File: config.mk
export PLATFORM = sky130hd
export DESIGN_NAME = dense_argmax_flat
export DESIGN_NICKNAME = d
export VERILOG_FILES = /design/src/rtl/dense_pkg.sv /design/src/rtl/dense_argmax_if.sv /design/src/rtl/dense_argmax.sv /design/src/flat_wrapper.sv
export SDC_FILE = /design/constraint.sdc
export NUM_CORES = 1
export LEC_CHECK = 0
export ABC_AREA = 1
export CAP_MARGIN = 20
export CORE_ASPECT_RATIO = 1.25
export CORE_UTILIZATION = 48
export DETAILED_ROUTE_END_ITERATION = 6
export PLACE_DENSITY = 0.76
export SLEW_MARGIN = 10
export SYNTH_ARGS = -nofsm -noshare
export SYNTH_HDL_FRONTEND = slang
export SYNTH_SLANG_ARGS = --single-unit
File: constraint.sdc
create_clock -name clk -period 2.4 [get_ports clk]
set_clock_uncertainty 0.2 [all_clocks]
set_input_delay 0.48 -clock clk [delete_from_list [all_inputs] [get_ports clk]]
set_output_delay 0.48 -clock clk [all_outputs]
set_load 0.005 [all_outputs]
File: src/rtl/dense_pkg.sv
// dense_pkg: shared constants for the dense block and its argmax classification stage
// Holds score/index widths, class count, argmax FSM state type and class label constants.
package dense_pkg;
  localparam int DATA_WIDTH = 8;
  localparam int NUM_CLASS  = 7;
  localparam int IDX_WIDTH  = 3;
  typedef enum logic {IDLE, SCAN} state_t;
  localparam logic [IDX_WIDTH-1:0] CLS_0 = IDX_WIDTH'(0);
  localparam logic [IDX_WIDTH-1:0] CLS_1 = IDX_WIDTH'(1);
  localparam logic [IDX_WIDTH-1:0] CLS_2 = IDX_WIDTH'(2);
  localparam logic [IDX_WIDTH-1:0] CLS_3 = IDX_WIDTH'(3);
  localparam logic [IDX_WIDTH-1:0] CLS_4 = IDX_WIDTH'(4);
  localparam logic [IDX_WIDTH-1:0] CLS_5 = IDX_WIDTH'(5);
  localparam logic [IDX_WIDTH-1:0] CLS_6 = IDX_WIDTH'(6);
endpackage

File: src/rtl/dense_argmax_if.sv
// dense_argmax_if: score-vector input and classification result bundle
// master drives data_i/valid_i and observes busy/result/drop; slave is the argmax block.
interface dense_argmax_if;
  import dense_pkg::*;
  logic [DATA_WIDTH*NUM_CLASS-1:0] data_i;
  logic                            valid_i;
  logic                            busy_o;
  logic [IDX_WIDTH-1:0]            class_o;
  logic [DATA_WIDTH-1:0]           score_o;
  logic                            valid_o;
  logic                            drop_o;
  modport master (output data_i, valid_i, input busy_o, class_o, score_o, valid_o, drop_o);
  modport slave  (input data_i, valid_i, output busy_o, class_o, score_o, valid_o, drop_o);
endinterface

File: src/rtl/dense_argmax.sv
// dense_argmax: serial signed argmax over NUM_CLASS packed scores, one class per cycle
// Ports: clk, rstn (async active-low), bus (slave): data_i/valid_i in,
// busy_o/class_o/score_o/valid_o/drop_o out.
module dense_argmax
  import dense_pkg::*;
(
  input logic           clk,
  input logic           rstn,
  dense_argmax_if.slave bus
);
  state_t                          state_q;
  logic [DATA_WIDTH*NUM_CLASS-1:0] data_q;
  logic [DATA_WIDTH-1:0]           best_q, best_d, score_q;
  logic [IDX_WIDTH-1:0]            idx_q, idx_d, cnt_q, class_q;
  logic                            valid_q, drop_q, gt;
  logic signed [DATA_WIDTH-1:0]    cur;
  // strict greater-than keeps the lower index on ties
  always_comb begin
    cur    = $signed(data_q[int'(cnt_q)*DATA_WIDTH +: DATA_WIDTH]);
    gt     = cur > $signed(best_q);
    best_d = gt ? cur : best_q;
    idx_d  = gt ? cnt_q : idx_q;
  end
  always_ff @(posedge clk or negedge rstn) begin
    if (!rstn) begin
      state_q <= IDLE;
      data_q  <= '0;
      best_q  <= '0;
      idx_q   <= CLS_0;
      cnt_q   <= '0;
      class_q <= CLS_0;
      score_q <= '0;
      valid_q <= 1'b0;
      drop_q  <= 1'b0;
    end else begin
      valid_q <= 1'b0;
      drop_q  <= 1'b0;
      if (state_q == IDLE) begin
        if (bus.valid_i) begin
          data_q  <= bus.data_i;
          best_q  <= bus.data_i[DATA_WIDTH-1:0];
          idx_q   <= CLS_0;
          cnt_q   <= IDX_WIDTH'(1);
          state_q <= SCAN;
        end
      end else begin
        drop_q <= bus.valid_i;
        best_q <= best_d;
        idx_q  <= idx_d;
        cnt_q  <= cnt_q + 1'b1;
        // final compare goes straight to the outputs; no separate done state
        if (cnt_q == IDX_WIDTH'(NUM_CLASS-1)) begin
          class_q <= idx_d;
          score_q <= best_d;
          valid_q <= 1'b1;
          cnt_q   <= '0;
          state_q <= IDLE;
        end
      end
    end
  end
  assign bus.busy_o  = (state_q == SCAN);
  assign bus.class_o = class_q;
  assign bus.score_o = score_q;
  assign bus.valid_o = valid_q;
  assign bus.drop_o  = drop_q;
endmodule

File: src/flat_wrapper.sv
// flat-port wrapper written by rule: the top's interface ports become plain ports
module dense_argmax_flat import dense_pkg::*;
  (clk, rstn, bus_data_i, bus_valid_i, bus_busy_o, bus_class_o, bus_score_o, bus_valid_o, bus_drop_o);
  dense_argmax_if bus_i ();
  input logic clk;
  input logic rstn;
  input wire logic [$bits(bus_i.data_i)-1:0] bus_data_i;
  input wire logic [$bits(bus_i.valid_i)-1:0] bus_valid_i;
  output wire logic [$bits(bus_i.busy_o)-1:0] bus_busy_o;
  output wire logic [$bits(bus_i.class_o)-1:0] bus_class_o;
  output wire logic [$bits(bus_i.score_o)-1:0] bus_score_o;
  output wire logic [$bits(bus_i.valid_o)-1:0] bus_valid_o;
  output wire logic [$bits(bus_i.drop_o)-1:0] bus_drop_o;
  assign bus_i.data_i = bus_data_i;
  assign bus_i.valid_i = bus_valid_i;
  assign bus_busy_o = bus_i.busy_o;
  assign bus_class_o = bus_i.class_o;
  assign bus_score_o = bus_i.score_o;
  assign bus_valid_o = bus_i.valid_o;
  assign bus_drop_o = bus_i.drop_o;
  dense_argmax u_core (.clk(clk), .rstn(rstn), .bus(bus_i));
endmodule
== After elaboration in Yosys (flattened, before gate mapping) ==
Index checks and enable logic that the tools add are counted.
W data, S select, Z words.

* $add $sub $neg: 1
* $lt $le $gt $ge: 1
* Equality and inequality tests: 1
* Shift operators: 1
* Muxes and demuxes: 15
* Bitwise operators: 1
* Reduce and logical (&&, ||, !) cells: 3

{| class="wikitable"
|+ Operators with widths
! cell !! count
|-
| $shiftx A56 B7 Y8 || 1
|-
| $mux W8 || 3
|-
| $mux W3 || 6
|-
| $gt A8 B8 Y1 || 1
|-
| $mux W1 || 6
|-
| $reduce_and A2 Y1 || 2
|-
| $add A3 B1 Y3 const B || 1
|-
| $eq A3 B3 Y1 const B || 1
|-
| $reduce_bool A2 Y1 || 1
|-
| $not A1 Y1 || 1
|}

* Register bits after elaboration: 84
* Input port bits: 59
* Output and inout port bits: 14
* Logic and storage cells: 32

== Longest topological paths before layout ==
Gate-level depths: netlist (run 1).

* Depth in word-level cells: 4
* Gate-level depth with buffers: 21

== Least setup slack after synthesis (run 1) ==
No wires, ideal clock.

* Path type: reg-to-reg
* Start: register u_core.cnt_q[0]
* End: register u_core.best_q[0]
* Data arrival time: 2.171 ns
* Required time: 2.082 ns
* Setup slack: -0.089 ns
* Stages on the path, launching flop included: 18
* Buffers on the path: 3
* Cells stage by stage: dfrtp_1 -> buf_6 -> inv_2 -> buf_6 -> nand2_1 -> nand3_1 -> nand2_1 -> a21oi_2 -> inv_1 -> ha_1 -> a21o_1 -> nor2_1 -> nand2_1 -> nand2_1 -> buf_2 -> nand4_1 -> nand3_1 -> nand2_1

* Word-level cells in the longest chain between the ends: 4

{| class="wikitable"
|+ Ends and longest elaborated chain
! element !! line !! source
|-
| start, declared || dense_argmax.sv:14 || <nowiki>logic [IDX_WIDTH-1:0] idx_q, idx_d, cnt_q, class_q;</nowiki>
|-
| start signal, assigned || dense_argmax.sv:50 || <nowiki>cnt_q <= cnt_q + 1'b1;</nowiki>
|-
| $shiftx A56 B7 Y8 * || dense_argmax.sv:19 || <nowiki>cur = $signed(data_q[int'(cnt_q)*DATA_WIDTH +: DATA_WIDTH]);</nowiki>
|-
| $gt A8 B8 Y1 || dense_argmax.sv:20 || <nowiki>gt = cur > $signed(best_q);</nowiki>
|-
| $mux W8 * || dense_argmax.sv:21 || <nowiki>best_d = gt ? cur : best_q;</nowiki>
|-
| $mux W8 * || dense_argmax.sv:38 || <nowiki>if (state_q == IDLE) begin</nowiki>
|-
| end signal, assigned || dense_argmax.sv:41 || <nowiki>best_q <= bus.data_i[DATA_WIDTH-1:0];</nowiki>
|-
| end signal, assigned || dense_argmax.sv:48 || <nowiki>best_q <= best_d;</nowiki>
|-
| end, declared || dense_argmax.sv:13 || <nowiki>logic [DATA_WIDTH-1:0] best_q, best_d, score_q;</nowiki>
|}

Every way passes the cells marked *; elsewhere a longest branch is shown, timed or not.
A chain may end at the register's enable or synchronous reset.

== Worst setup path after layout (run 1) ==
* Start: register u_core.cnt_q[0]
* End: register u_core.best_q[4]

The elaborated chain is that of the path after synthesis.

==> flow_metrics.env, run 1 <==
export IMPL_status="complete, but fails checks"
export IMPL_violations="negative setup slack"
export IMPL_leakage_nw=3.01
export IMPL_yosysSeqAreaShare=0.500
export IMPL_switchingPower_mw=4.67
export IMPL_whs_endpoint="u_core.bus.score_o[7]$_DFFE_PN0P_"
export IMPL_path_clk_slew_ps=80
export IMPL_cts_buffers=9
export IMPL_syn_area_um2=4210
export IMPL_drive_above_1_share=0.199
export IMPL_synth_ff_type="dfrtp_1"
export IMPL_yosysTopAreaCell="dfrtp_1"
export IMPL_hold_class="reg -> reg"
export IMPL_grt_pass1_vias=3982
export IMPL_drt_initial_drc_count=275
export IMPL_switching_share=0.445
export IMPL_reg2reg_depth=20
export IMPL_relSlewSlack=0.700
export IMPL_worstPathMaxFanout=6
export IMPL_diodes=0
export IMPL_nNetsFinal=744
export IMPL_ys_top_cells_by_count="252 x nand2_1, 84 x dfrtp_1, 69 x inv_1, 40 x o21ai_0, 37 x nand3_1"
export IMPL_globalRouteOverflowTotal=0
export IMPL_power_frac_comb=0.669
export IMPL_finish_utilization=0.704
export IMPL_min_delay_path_depth=2
export IMPL_crit_type="reg -> reg"
export IMPL_p_clk_frac=0.093
export IMPL_r2r_start="u_core.cnt_q[0]$_DFFE_PN0P_"
export IMPL_grt_pass1_wl_um=17800
export IMPL_ir_drop_mv=0.747
export IMPL_drv_cap=0
export IMPL_antenna_found_initial=0
export IMPL_grt_total_usage=0.248
export IMPL_synth_cells=560
export IMPL_drc=0
export IMPL_dp_hpwl_um=7370
export IMPL_cts_tree="done"
export IMPL_required_ps=2450
export IMPL_die_h_um=107
export IMPL_first_pass_iters=5
export IMPL_grt_max_degree=85
export IMPL_gp_congestion=0.835
export IMPL_synth_seq_cells=84
export IMPL_arrival_ps=2760
export IMPL_tns_ps=-5960
export IMPL_core_area_um2=8380
export IMPL_start_kind="flop"
export IMPL_cts_root_buffer="clkbuf_8"
export IMPL_wire_per_inst_um=14.3
export IMPL_placed_cells=761
export IMPL_rsz0062_at_grt="true"
export IMPL_p_int_mw=5.83
export IMPL_ff_latch_area_um2=2100
export IMPL_htree_levels=3
export IMPL_setup_viol=22
export IMPL_cts_sinks=84
export IMPL_avgSynthCellArea_um2=7.51
export IMPL_synth_area_leaders="dfrtp_1 50%, nand2_1 22%, inv_1 6.2%"
export IMPL_layout_setup_ws_ps=-305
export IMPL_r2r_slack_ps=-310
export IMPL_pwr_share_seq=0.238
export IMPL_numPortBuffers=72
export IMPL_post_place_ws_ps=-197
export IMPL_area_growth_syn_to_layout_pct=40.3
export IMPL_synthArstFlopShare=1.00
export IMPL_synthesis_nets=627
export IMPL_cp_end_kind="flop"
export IMPL_worstMarginPinSlew_ps=450
export IMPL_die_w_um=85.7
export IMPL_power_density_nw_per_um2=1780
export IMPL_synth_edff_count=0
export IMPL_netlist_area_leader_share=0.500
export IMPL_r2r_end="u_core.best_q[4]$_DFFE_PN0P_"
export IMPL_holdCritStartpoint="u_core.bus.score_o[7]$_DFFE_PN0P_"
export IMPL_finalMaxSlewViolations=0
export IMPL_antenna_left=0
export IMPL_ios=73
export IMPL_ys_types=23
export IMPL_post_route_min_period_ps=2710
export IMPL_wirelength_um=11400
export IMPL_finalCritPeriodShare=1.13
export IMPL_fin_cells=799
export IMPL_fillCellCount=652
export IMPL_vias=4122
export IMPL_synth_most_common_cell="nand2_1"
export IMPL_die_area_um2=9140
export IMPL_rows=37
export IMPL_yosys_warnings=0
export IMPL_via_per_inst=5.16
export IMPL_clk_path_buf_depth=2
export IMPL_start_util=0.502
export IMPL_final_hold_violation_count=0
export IMPL_clkLatencyLatePin_ps=370
export IMPL_holdWs_ps=271
export IMPL_max_freq_mhz=370
export IMPL_multiInputGateArea_um2=1920
cell type report:
class,count,share of cell area
Inverter,72,0.0462
Timing Repair Buffer,133,0.216
Clock inverter,5,0.00890
Clock buffer,11,0.0223
Sequential cell,84,0.357
Tap cell,117,0.0248
Multi-Input combinational cell,377,0.325
worst max path at each step:
stage                                     start                                end  slack [ps]  depth (start not counted)
floorplan           u_core.cnt_q[0]$_DFFE_PN0P_       u_core.best_q[7]$_DFFE_PN0P_          10                         19
global placement    u_core.cnt_q[0]$_DFFE_PN0P_  u_core.bus.score_o[4]$_DFFE_PN0P_        -190                         17
detailed placement  u_core.cnt_q[0]$_DFFE_PN0P_        u_core.idx_q[1]$_DFFE_PN0P_        -200                         17
CTS                 u_core.cnt_q[0]$_DFFE_PN0P_  u_core.bus.score_o[4]$_DFFE_PN0P_        -150                         19
global route        u_core.cnt_q[0]$_DFFE_PN0P_  u_core.bus.score_o[1]$_DFFE_PN0P_        -420                         16
finish              u_core.cnt_q[0]$_DFFE_PN0P_       u_core.best_q[4]$_DFFE_PN0P_        -310                         20
power by group through the flow:
stage / clock, mW / combinational (mW) / sequential (mW)
after floorplan: 0 / 3.45 / 2.39
after global placement: 0 / 4.85 / 2.47
final: 0.978 / 7.03 / 2.50
after global routing: 1.03 / 7.68 / 2.56
after detailed placement: 0 / 5.03 / 2.49
after CTS: 0.975 / 5.79 / 2.48
timing repair:
| item | 4_1_cts | 5_1_grt |
|---|---|---|
| endpoints found under the hold margin | 84 | 0 |
| hold buffers | 1 | 0 |
| pin swaps | 13 | 29 |
| gates cloned | 1 | 2 |
| resized for setup | 24 | 48 |
| setup buffers | 14 | 4 |
| setup endpoints to repair | 22 | 22 |
flip-flops by register name, indices dropped and copies added (netlist names):
signal and count:
u_core.data_q 56, u_core.cnt_q 3, u_core.bus.drop_o 1, u_core.bus.class_o 3, u_core.bus.valid_o 1, u_core.bus.busy_o 1
u_core.idx_q 3, u_core.bus.score_o 8, u_core.best_q 8
stage by stage:
step,area (um^2),power [mW]
3_5_place_dp,5270,7.52
6_report,5900,10.5
4_1_cts,5650,9.24
3_3_place_gp,5270,7.32
2_1_floorplan,4230,5.84
5_1_grt,5900,11.3
critical path: stages, from the launching register on:
cell       delay (ps)
dfrtp_2           450
inv_4             120
clkbuf_16         140
nand2_1            50
nand3_1           120
nand2_1           100
a21oi_2           140
inv_1              90
ha_4              270
nand2_2            40
inv_2              50
nand2_1            50
nand2_1            70
nand2_2            70
nand2_2           100
nand2_4            80
nand3_4            90
buf_6             140
nand2_2            60
nand3_1            90
nand2_1            70
metal layers:
| metal | GRT usage | routed length (um) | up-vias |
|---|---|---|---|
| li1 | - | - | 1963 |
| met1 | 0.303 | 4560 | 1927 |
| met2 | 0.427 | 5840 | 187 |
| met3 | 0.0500 | 593 | 45 |
| met4 | 0.101 | 446 | 0 |
| met5 | 0 | 0 | - |
cell families after synthesis:
family	after synthesis	synth area share
simple gates	316	0.306
compound gates	53	0.0696
flops	84	0.500
buf+inv	99	0.101
fa+ha+maj	8	0.0238
placed cells by master (no fill, tap or decap), types with 2 or more instances in the layout:
cell             instances
nand2_4                  4
nand3_1                 30
dfrtp_1                 82
or2_4                    2
nand2_1                234
nor2_2                   2
nand3_2                  6
buf_6                    9
ha_4                     7
clkbuf_8                 9
nor2_4                   3
nor2_1                   4
buf_12                   3
o21ai_0                 39
inv_1                   60
clkdlybuf4s50_1         71
buf_4                   47
nand2_2                 14
dfrtp_2                  2
inv_2                   11
o211ai_1                 3
a21oi_2                  6
clkbuf_1                 2
nand4_1                 15
clkinv_2                 3
(Power assumes the default switching activity.)
==> run 2: changes to the inputs <==
--- a/config.mk
+++ b/config.mk
@@ -11,7 +11,6 @@
 export CORE_UTILIZATION = 48
 export DETAILED_ROUTE_END_ITERATION = 6
 export PLACE_DENSITY = 0.76
-export SLEW_MARGIN = 10
 export SYNTH_ARGS = -nofsm -noshare
 export SYNTH_HDL_FRONTEND = slang
 export SYNTH_SLANG_ARGS = --single-unit
==> results of run 2 <==
The final DEF is identical to that of run 1; final timing and power are the same.
==> run 3: changes to the inputs <==
--- a/config.mk
+++ b/config.mk
@@ -9,6 +9,7 @@
 export CAP_MARGIN = 20
 export CORE_ASPECT_RATIO = 1.25
 export CORE_UTILIZATION = 48
+export CTS_CLUSTER_SIZE = 12
 export DETAILED_ROUTE_END_ITERATION = 6
 export PLACE_DENSITY = 0.76
 export SYNTH_ARGS = -nofsm -noshare
==> constraint.sdc (replaced) <==
create_clock -name clk -period 2.4 [get_ports clk]
set_clock_uncertainty 0.2 [all_clocks]
set_input_delay 0.36 -clock clk [delete_from_list [all_inputs] [get_ports clk]]
set_output_delay 0.36 -clock clk [all_outputs]
set_load 0.005 [all_outputs]
==> run 3 against run 2 <==
Net effect: the flow still finishes with violations (negative setup slack); sequential cell count unchanged; critical path type unchanged; combinational power down 9.1%; count of clock-buffer cells in the layout up 1; first-iteration DRC count down 1.1%; via count down 5.4%; core utilization down 1.2 points; global-route usage down 0.22 points.
==> flow_metrics.env, run 3 (synthesized netlist as in run 1, its figures left out) <==
export IMPL_status="complete, but fails checks"
export IMPL_violations="negative setup slack"
export IMPL_via_per_inst=4.97
export IMPL_diodes=0
export IMPL_setup_viol=22
export IMPL_post_place_ws_ps=-250
export IMPL_crit_type="reg -> reg"
export IMPL_largest_register="u_core.data_q"
export IMPL_cp_end_kind="flop"
export IMPL_relSlewSlack=0.709
export IMPL_grt_pass1_wl_um=17400
export IMPL_globalRouteOverflowTotal=0
export IMPL_die_h_um=107
export IMPL_rows=37
export IMPL_die_area_um2=9140
export IMPL_first_pass_iters=4
export IMPL_leakage_nw=2.97
export IMPL_final_hold_violation_count=0
export IMPL_arrival_ps=2700
export IMPL_gp_congestion=0.847
export IMPL_path_clk_slew_ps=70
export IMPL_drc=0
export IMPL_ff_latch_area_um2=2100
export IMPL_mostFrequentLayoutCells="231 x nand2_1, 84 x dfrtp_1, 71 x clkdlybuf4s50_1"
export IMPL_rsz0062_at_grt="true"
export IMPL_antenna_left=0
export IMPL_largest_reg_flops=56
export IMPL_wirelength_um=10300
export IMPL_finalMaxSlewViolations=0
export IMPL_clkLatencyLatePin_ps=360
export IMPL_cts_buffers=9
export IMPL_drt_initial_drc_count=272
export IMPL_antenna_found_initial=0
export IMPL_power_density_nw_per_um2=1700
export IMPL_cts_sinks=84
export IMPL_wire_per_inst_um=13.2
export IMPL_drive_above_1_share=0.180
export IMPL_post_route_min_period_ps=2650
export IMPL_fin_area_um2=5800
export IMPL_nNetsFinal=731
export IMPL_area_growth_syn_to_layout_pct=37.9
export IMPL_start_util=0.502
export IMPL_max_freq_mhz=377
export IMPL_multiInputGateArea_um2=1930
export IMPL_grt_max_degree=85
export IMPL_fillCellCount=678
export IMPL_vias=3899
export IMPL_drv_cap=0
export IMPL_dp_hpwl_um=7230
export IMPL_start_kind="flop"
export IMPL_ios=73
export IMPL_worstMarginPinSlew_ps=437
export IMPL_htree_levels=3
export IMPL_worstPathMaxFanout=6
export IMPL_hold_class="reg -> reg"
export IMPL_cts_root_buffer="clkbuf_8"
export IMPL_grt_pass1_vias=3822
export IMPL_mostFrequentLayoutCell="nand2_1"
export IMPL_numPortBuffers=72
export IMPL_placed_cells=762
export IMPL_cts_tree="done"
export IMPL_layout_setup_ws_ps=-254
export IMPL_ir_drop_mv=0.733
export IMPL_finalCritPeriodShare=1.11
export IMPL_grt_total_usage=0.246
export IMPL_placed_area_um2=5290
export IMPL_fin_cells=784
export IMPL_die_w_um=85.7
export IMPL_required_ps=2450
export IMPL_core_area_um2=8380
export IMPL_clk_path_buf_depth=2
-- run 3: routing by layer --
| metal | share of wire | global-route usage | wire (um) | up-vias |
|---|---|---|---|---|
| li1 | - | - | - | 1939 |
| met2 | 0.51 | 0.418 | 5230 | 122 |
| met5 | 0 | 0 | 0 | - |
| met1 | 0.43 | 0.300 | 4410 | 1812 |
| met4 | 0.024 | 0.114 | 249 | 0 |
| met3 | 0.044 | 0.0470 | 450 | 26 |
-- run 3: area by class of cell --
class,count,area share
clock inverter,2,0.00604
multi-input combinational,377,0.332
timing repair buffer,120,0.201
clock buffer,12,0.0267
inverter,72,0.0466
tap,117,0.0252
sequential,84,0.362
-- run 3: path summary, 6_finish.rpt --
kind	cells past startpoint	endpoint	startpoint	slack, ps
setup / recovery	19	u_core.bus.score_o[5]$_DFFE_PN0P_	u_core.cnt_q[0]$_DFFE_PN0P_	-250
hold / removal	2	u_core.data_q[21]$_DFFE_PN0P_	u_core.data_q[21]$_DFFE_PN0P_	270
setup reg to reg	19	u_core.bus.score_o[5]$_DFFE_PN0P_	u_core.cnt_q[0]$_DFFE_PN0P_	-250
hold reg to reg	2	u_core.data_q[21]$_DFFE_PN0P_	u_core.data_q[21]$_DFFE_PN0P_	270
max in group asynchronous	3	u_core.data_q[36]$_DFFE_PN0P_	rstn	1300
min in group asynchronous	3	u_core.data_q[45]$_DFFE_PN0P_	rstn	370
-- run 3: metrics by stage --
step / util / power (mW) / TNS (ps) / hold WS [ps]
after floorplan: - / 5.84 / 0 / -136
final: 0.692 / 9.84 / -5020 / 272
after detailed placement: 0.631 / 7.57 / -4890 / 229
after CTS: 0.680 / 9.35 / -2720 / 278
after global routing: 0.692 / 10.7 / -9660 / 293
after global placement: 0.631 / 7.41 / -3750 / 227
-- run 3: critical path: stages, from the launching register on --
cell and delay (ps):
dfrtp_1 410, inv_2 90, buf_4 160, nand2_1 50, nand2_1 50, nand2_1 60, nand2_1 60, a21oi_2 160
inv_1 90, ha_4 270, nand2_1 60, nand2_1 80, nand2_1 60, nand2_1 70, nand2_2 70, nand3_2 110
buf_4 150, nand4_1 160, nand3_2 110, nand2_1 60
-- run 3: what timing repair did --
action	4_1_cts	5_1_grt
hold buffers	1	0
resized for setup	45	23
pin swaps	21	21
endpoints found under the hold margin	84	0
setup endpoints to repair	22	22
setup buffers	4	3
-- run 3: power breakdown --
group	internal (mW)	leakage (nW)	total (mW)	switching, mW
sequential	2.14	1.03	2.47	0.322
combinational	2.82	1.84	6.39	3.56
clock	0.525	0.0983	0.993	0.468
